[src/rtl/pong_pkg.sv]
// pong_pkg: shared Pong screen/wall/paddle/ball geometry and the motion FSM encoding.
// Geometry is kept 11 bits wide so that sums like ball_x+BALL_SZ cannot wrap in comparisons.
package pong_pkg;
    localparam logic [10:0] H_MAX   = 11'd640;
    localparam logic [10:0] V_MAX   = 11'd480;
    localparam logic [10:0] WALL_R  = 11'd35;
    localparam logic [10:0] PAD_L   = 11'd600;
    localparam logic [10:0] PAD_R   = 11'd603;
    localparam logic [10:0] PAD_H   = 11'd72;
    localparam logic [10:0] PAD_V   = 11'd4;
    localparam logic [10:0] BALL_SZ = 11'd8;
    localparam logic [10:0] BALL_V  = 11'd2;
    localparam logic [10:0] TOP_LIM  = BALL_V;
    localparam logic [10:0] BOT_LIM  = V_MAX - BALL_V;
    localparam logic [10:0] WALL_LIM = WALL_R + 11'd1 + BALL_V;
    localparam logic [10:0] MISS_LIM = H_MAX - 11'd1 - BALL_V;
    localparam logic [10:0] PAD_MAX  = V_MAX - PAD_H;
    localparam logic [9:0]  SERVE_X  = 10'd300;
    localparam logic [9:0]  SERVE_Y  = 10'd236;
    localparam logic [9:0]  PAD_RST  = 10'd204;
    localparam logic [5:0]  MISS_LAST = 6'd59;
    typedef enum logic [1:0] {
        S_IDLE = 2'd0,
        S_PLAY = 2'd1,
        S_MISS = 2'd2
    } state_t;
endpackage

[src/rtl/frame_tick_gen.sv]
// frame_tick_gen: one-clock pulse at the start of each frame's vertical blanking.
//   clk, reset_n  : clock, asynchronous active-low reset
//   i_pixl_x/y    : current pixel coordinates from vga_sync
//   o_tick        : high for exactly one clk per frame, whatever the clk/pixel ratio
module frame_tick_gen
    import pong_pkg::*;
(
    input  logic       clk,
    input  logic       reset_n,
    input  logic [9:0] i_pixl_x,
    input  logic [9:0] i_pixl_y,
    output logic       o_tick
);
    logic w_fs;
    logic r_fs_q;

    assign w_fs = ({1'b0, i_pixl_y} == V_MAX + 11'd1) && (i_pixl_x == 10'd0);

    always_ff @(posedge clk or negedge reset_n) begin
        if (!reset_n) r_fs_q <= 1'b0;
        else          r_fs_q <= w_fs;
    end

    // the pixel may sit at (0,V_MAX+1) for several clks; only its first clk counts
    assign o_tick = w_fs & ~r_fs_q;
endmodule

[src/rtl/pong_motion_ctrl.sv]
// pong_motion_ctrl: per-frame ball/paddle motion and serve/play/miss sequencing for Pong.
//   clk, reset_n       : clock, asynchronous active-low reset
//   pixl_x, pixl_y     : current pixel from vga_sync (frame tick source)
//   btn_up, btn_down   : paddle buttons (level)
//   serve              : launch request, sampled on the frame tick while idle
//   ball_x, ball_y     : ball top-left corner
//   pad_top            : paddle top edge
//   hit_cnt            : paddle hits since the last serve, saturating
//   miss               : one-clk pulse when the ball leaves on the right
//   play               : high while a rally is in progress
module pong_motion_ctrl
    import pong_pkg::*;
(
    input  logic       clk,
    input  logic       reset_n,
    input  logic [9:0] pixl_x,
    input  logic [9:0] pixl_y,
    input  logic       btn_up,
    input  logic       btn_down,
    input  logic       serve,
    output logic [9:0] ball_x,
    output logic [9:0] ball_y,
    output logic [9:0] pad_top,
    output logic [7:0] hit_cnt,
    output logic       miss,
    output logic       play
);
    state_t     r_state;
    logic [9:0] r_ball_x, r_ball_y, r_pad_top;
    logic [7:0] r_hit_cnt;
    logic [5:0] r_frame_cnt;
    logic       r_dx_right, r_dy_down, r_miss, r_play;

    logic        w_tick;
    logic [10:0] w_bx, w_by, w_pt, w_rx, w_nx, w_ny, w_np;
    logic        w_hit_top, w_hit_bot, w_hit_wall, w_hit_pad, w_out;
    logic        w_ndx_right, w_ndy_down;

    frame_tick_gen u_tick (
        .clk      (clk),
        .reset_n  (reset_n),
        .i_pixl_x (pixl_x),
        .i_pixl_y (pixl_y),
        .o_tick   (w_tick)
    );

    assign w_bx = {1'b0, r_ball_x};
    assign w_by = {1'b0, r_ball_y};
    assign w_pt = {1'b0, r_pad_top};
    // rightmost ball column after one more step to the right
    assign w_rx = w_bx + BALL_SZ - 11'd1 + BALL_V;

    assign w_hit_top  = w_by <= TOP_LIM;
    assign w_hit_bot  = w_by + BALL_SZ >= BOT_LIM;
    assign w_hit_wall = w_bx <= WALL_LIM;
    assign w_hit_pad  = r_dx_right && w_rx >= PAD_L && w_rx <= PAD_R &&
                        w_by + BALL_SZ - 11'd1 >= w_pt && w_by <= w_pt + PAD_H - 11'd1;
    assign w_out      = w_bx + BALL_SZ - 11'd1 >= MISS_LIM;

    // direction is resolved first, then the step uses the new direction
    assign w_ndy_down  = w_hit_top ? 1'b1 : (w_hit_bot ? 1'b0 : r_dy_down);
    assign w_ndx_right = w_hit_wall ? 1'b1 : (w_hit_pad ? 1'b0 : r_dx_right);
    assign w_nx = w_ndx_right ? w_bx + BALL_V : w_bx - BALL_V;
    assign w_ny = w_ndy_down ? w_by + BALL_V : w_by - BALL_V;

    // paddle clamps at both screen edges; opposing buttons cancel
    assign w_np = (btn_up && !btn_down) ? ((w_pt < PAD_V) ? 11'd0 : w_pt - PAD_V) :
                  (btn_down && !btn_up) ? ((w_pt + PAD_V > PAD_MAX) ? PAD_MAX : w_pt + PAD_V) :
                  w_pt;

    always_ff @(posedge clk or negedge reset_n) begin
        if (!reset_n) begin
            r_state     <= S_IDLE;
            r_ball_x    <= SERVE_X;
            r_ball_y    <= SERVE_Y;
            r_pad_top   <= PAD_RST;
            r_dx_right  <= 1'b0;
            r_dy_down   <= 1'b1;
            r_hit_cnt   <= 8'd0;
            r_frame_cnt <= 6'd0;
            r_miss      <= 1'b0;
            r_play      <= 1'b0;
        end else begin
            r_miss <= 1'b0;
            if (w_tick) begin
                r_pad_top <= w_np[9:0];
                case (r_state)
                    S_IDLE: begin
                        if (serve) begin
                            r_state    <= S_PLAY;
                            r_play     <= 1'b1;
                            r_hit_cnt  <= 8'd0;
                            r_dx_right <= 1'b0;
                            r_dy_down  <= 1'b1;
                        end
                    end
                    S_PLAY: begin
                        if (w_out) begin
                            r_state <= S_MISS;
                            r_play  <= 1'b0;
                            r_miss  <= 1'b1;
                        end else begin
                            r_dx_right <= w_ndx_right;
                            r_dy_down  <= w_ndy_down;
                            r_ball_x   <= w_nx[9:0];
                            r_ball_y   <= w_ny[9:0];
                            if (w_hit_pad && r_hit_cnt != 8'hff) r_hit_cnt <= r_hit_cnt + 8'd1;
                        end
                    end
                    S_MISS: begin
                        if (r_frame_cnt == MISS_LAST) begin
                            r_state     <= S_IDLE;
                            r_frame_cnt <= 6'd0;
                            r_ball_x    <= SERVE_X;
                            r_ball_y    <= SERVE_Y;
                        end else begin
                            r_frame_cnt <= r_frame_cnt + 6'd1;
                        end
                    end
                    default: begin
                        r_state <= S_IDLE;
                        r_play  <= 1'b0;
                    end
                endcase
            end
        end
    end

    assign ball_x  = r_ball_x;
    assign ball_y  = r_ball_y;
    assign pad_top = r_pad_top;
    assign hit_cnt = r_hit_cnt;
    assign miss    = r_miss;
    assign play    = r_play;
endmodule

[config.mk]
export PLATFORM = sky130hd
export DESIGN_NAME = pong_motion_ctrl
export DESIGN_NICKNAME = d
export VERILOG_FILES = /design/src/rtl/pong_pkg.sv /design/src/rtl/frame_tick_gen.sv /design/src/rtl/pong_motion_ctrl.sv
export SDC_FILE = /design/constraint.sdc
export NUM_CORES = 1
export LEC_CHECK = 0
export CAP_MARGIN = 20
export CORE_ASPECT_RATIO = 1.2
export CORE_MARGIN = 2
export CORE_UTILIZATION = 50
export CTS_CLUSTER_DIAMETER = 120
export CTS_CLUSTER_SIZE = 25
export DETAILED_ROUTE_END_ITERATION = 8
export PLACE_DENSITY = 0.81
export SYNTH_ARGS = -nofsm -noshare
export SYNTH_HDL_FRONTEND = slang
export SYNTH_SLANG_ARGS = --single-unit
[constraint.sdc]
create_clock -name clk -period 6.92 [get_ports clk]
set_clock_uncertainty 0.15 [all_clocks]
set_input_delay 0.692 -clock clk [delete_from_list [all_inputs] [get_ports clk]]
set_output_delay 0.692 -clock clk [all_outputs]
set_load 0.01 [all_outputs]
==> results_dict.tcl <==
set metrics [dict create \
    vias 4156 \
    cp-end-kind "flop" \
    top_usage_layer "met2" \
    max_stage_delay_ns 0.68 \
    cp_top_family "compound AO/OA/AOI/OAI gates" \
    drive_above_1_share_pct 6.90 \
    htree_levels 2 \
    critical_path_class "flop to flop" \
    synth_cell_types 65 \
    yosysSeqAreaShare_pct 27.7 \
    relSlewSlack_pct 49.3 \
    hpwl_um 8260 \
    fmaxAchievable_mhz 168 \
    viasPerCell 5.96 \
    required_ns 7.00 \
    slew_violations 0 \
    dr.pass1.iters 5 \
    setup_viol 0 \
    hold_path.class "input port to async pin" \
    grt_pass1_vias 4014 \
    grt_max_degree 48 \
    cp.arrival_ns 6.01 \
    crit_buf_inv 2 \
    io_buffers 60 \
    hold_viol 0 \
    cts_buffer_depth 2 \
    start_util_pct 50.8 \
    startpoint_type "flop" \
    n_fill_cell 732 \
    rsz0062_at_grt "no" \
    coreArea_um2 8470 \
    totalWireLength_um 10900 \
    drc 0 \
    ant_nets 0 \
    overflow 0 \
    avgSynthCellArea_um2 8.07 \
    antenna_found_initial 0 \
    place.gp.congestion 0.925 \
    cts_tree "yes" \
    holdBufCountCts 0 \
    synth_area_um2 4300 \
    critPathLaunch "ball_y[3]" \
    status "completed" \
    path_clk_slew_ns 0.10 \
    cpMaxStageDelayCell "dfstp_2" \
    die-area_um2 9370 \
    final_cell_mix "clkdlybuf4s50_1, nand2_1, nor2_1" \
    grt_pass1_wl_um 18400 \
    cts.sinks 47 \
    synth-edff-count 0 \
    rrSetupSlack_ns 0.98 \
    synth-warning-count 0 \
    synth-seq-cells 47 \
    fp-row-count 37 \
    root_buffer "clkbuf_8" \
    antennaDiodeCount 0 \
    met1_usage_pct 31.1 \
    wl_per_cell_um 15.7 \
    fin_tns_setup_ns 0 \
    r2r-start "ball_y[3]" \
    initialDrtViolationCount 286 \
    die_x_um 88.7 \
    use_met3_pct 3.60 \
    boundaryPins 65 \
    fin_util_pct 59.9 \
    leakagePower_nw 1.99 \
    critPathMaxFanout 15 \
    layout_commonest_cell "clkdlybuf4s50_1" \
    layout_min_cycle_time_ns 5.94 \
    track_usage_pct 24.2 \
    tightest_slew_ns 0.754 \
    die_h_um 106 \
    powerDensity_nw_per_um2 102 \
    place_area_um2 4950 \
    fin_crit_sh_pct 85.8 \
    regArea_um2 1190 \
    peakVddDrop_uv 90.9 \
    nNetsFinal 646 \
    r2r.worst_path.cells 24 \
    async_flop_share_pct 100 \
    syn_to_final_growth_pct 18.0 \
    r2r-end "ball_x[9]" \
    clock_latency_ns 0.31 \
    multi_input_comb_area_um2 2890 \
    use_met2_pct 40.2 \
    synth_cells 533 \
    cap_violations 0 \
    final_area_um2 5080 \
    cts_buffers 5 \
    cts_setup_buffers 0 \
    synth_ff_type "dfrtp_1" \
    post_cts_resized 0 \
    crit_chain "inv_1 > ha_1 > nor4b_1 > nand2_1 > nand2_1 > o21ai_0 > o22ai_1 > xnor2_1 > ha_1 > a21o_1 > o31ai_1 > nand4b_1 > a21oi_1 > or2_2 > inv_1 > ha_1 > nor2b_1 > o21ai_0 > a21boi_0 > o21ai_0 > a21oi_1 > xnor2_1 > o31a_1 > o31ai_1" \
]
[per-stage QoR]
stage / power, mW / hold slack (ns) / worst slack [ns] / instances
finish: 0.518 / 0.307 / 0.984 / 697
global route: 0.531 / 0.364 / 0.521 / 697
CTS: 0.519 / 0.340 / 1.12 / 696
detailed placement: 0.306 / 0.350 / 1.16 / 688
global placement: 0.305 / 0.343 / 1.49 / 688
floorplan: 0.287 / 0.246 / 1.61 / 536
[where the power goes]
group | switching [mW] | internal, mW | total, mW
combinational | 0.0115 | 0.0137 | 0.0252
clock | 0.108 | 0.110 | 0.218
sequential | 0.00000415 | 0.275 | 0.275
total | 0.120 | 0.398 | 0.518
[worst reg2reg max path, stage by stage (launching register included)]
cell and delay, ns:
dfstp_2 0.68, inv_1 0.14, ha_1 0.36, nor4b_1 0.41, nand2_1 0.22, nand2_1 0.11
o21ai_0 0.09, o22ai_1 0.21, xnor2_1 0.15, ha_1 0.27, a21o_1 0.17, o31ai_1 0.27
nand4b_1 0.19, a21oi_1 0.27, or2_2 0.18, inv_1 0.14, ha_1 0.36, nor2b_1 0.14
o21ai_0 0.22, a21boi_0 0.16, o21ai_0 0.32, a21oi_1 0.17, xnor2_1 0.15, o31a_1 0.24
o31ai_1 0.06
[kinds of logic (layout without fill, tap and decap cells)]
family,Yosys count,count (layout),share of synthesized area (%)
xor+xnor,30,30,6.11
flops,47,47,27.7
buf+inv,58,102,5.47
mux,11,11,2.65
simple gates,210,210,24.9
other cells,1,4,0.0872
fa+ha+maj,42,42,12.4
compound gates,134,134,20.7
[area by class of cell]
cell class | count | area share, %
Clock inverter | 3 | 0.937
Multi-Input combinational cell | 431 | 56.8
Sequential cell | 47 | 23.5
Inverter | 31 | 2.29
Clock buffer | 5 | 1.36
Tap cell | 117 | 2.88
Timing Repair Buffer | 63 | 12.2
[cells in the mapped netlist (4+ instances only)]
cell / n / area, µm²
nand2_1: 55 / 206
nor2_1: 44 / 165
ha_1: 41 / 513
o21ai_0: 35 / 175
dfrtp_1: 33 / 826
inv_1: 31 / 116
a21oi_1: 30 / 150
nand3_1: 25 / 125
xnor2_1: 25 / 219
clkbuf_1: 19 / 71.3
dfstp_2: 14 / 368
nand4_1: 12 / 75.1
nand2b_1: 11 / 68.8
nor3_1: 10 / 50.1
and3_1: 9 / 56.3
mux2i_1: 8 / 80.1
o211ai_1: 7 / 52.6
or3_1: 7 / 43.8
a31oi_1: 6 / 37.5
nor4_1: 6 / 37.5
a211oi_1: 5 / 37.5
and4_1: 5 / 43.8
nor2b_1: 5 / 31.3
o21a_1: 5 / 37.5
o31ai_1: 5 / 37.5
or2_2: 5 / 31.3
xor2_1: 5 / 43.8
a21boi_0: 4 / 30.0
a21o_1: 4 / 30.0
buf_4: 4 / 30.0
nor4b_1: 4 / 35.0
[per-layer routing]
layer | part of all wire, % | up-vias
met2 | 51 | 150
li1 | - | 2011
met3 | 5.4 | 21
met4 | 2.5 | 0
met1 | 41 | 1974
met5 | 0 | -
[registers in the layout, indices dropped and copies added (netlist names), 2 cells and up]
name	cells
r_state	2
ball_x	9
pad_top	8
r_frame_cnt	6
ball_y	9
hit_cnt	8
[worst max path at each step]
stage,endpoint,slack (ns),depth (start not counted)
after global routing,ball_x[9],0.52,24
after detailed placement,ball_x[9],1.16,24
after floorplan,ball_x[9],1.61,25
after global placement,ball_x[9],1.49,24
after CTS,ball_x[9],1.12,24
final,ball_x[9],0.98,24
Note: power is estimated with default switching activity, not from simulation.
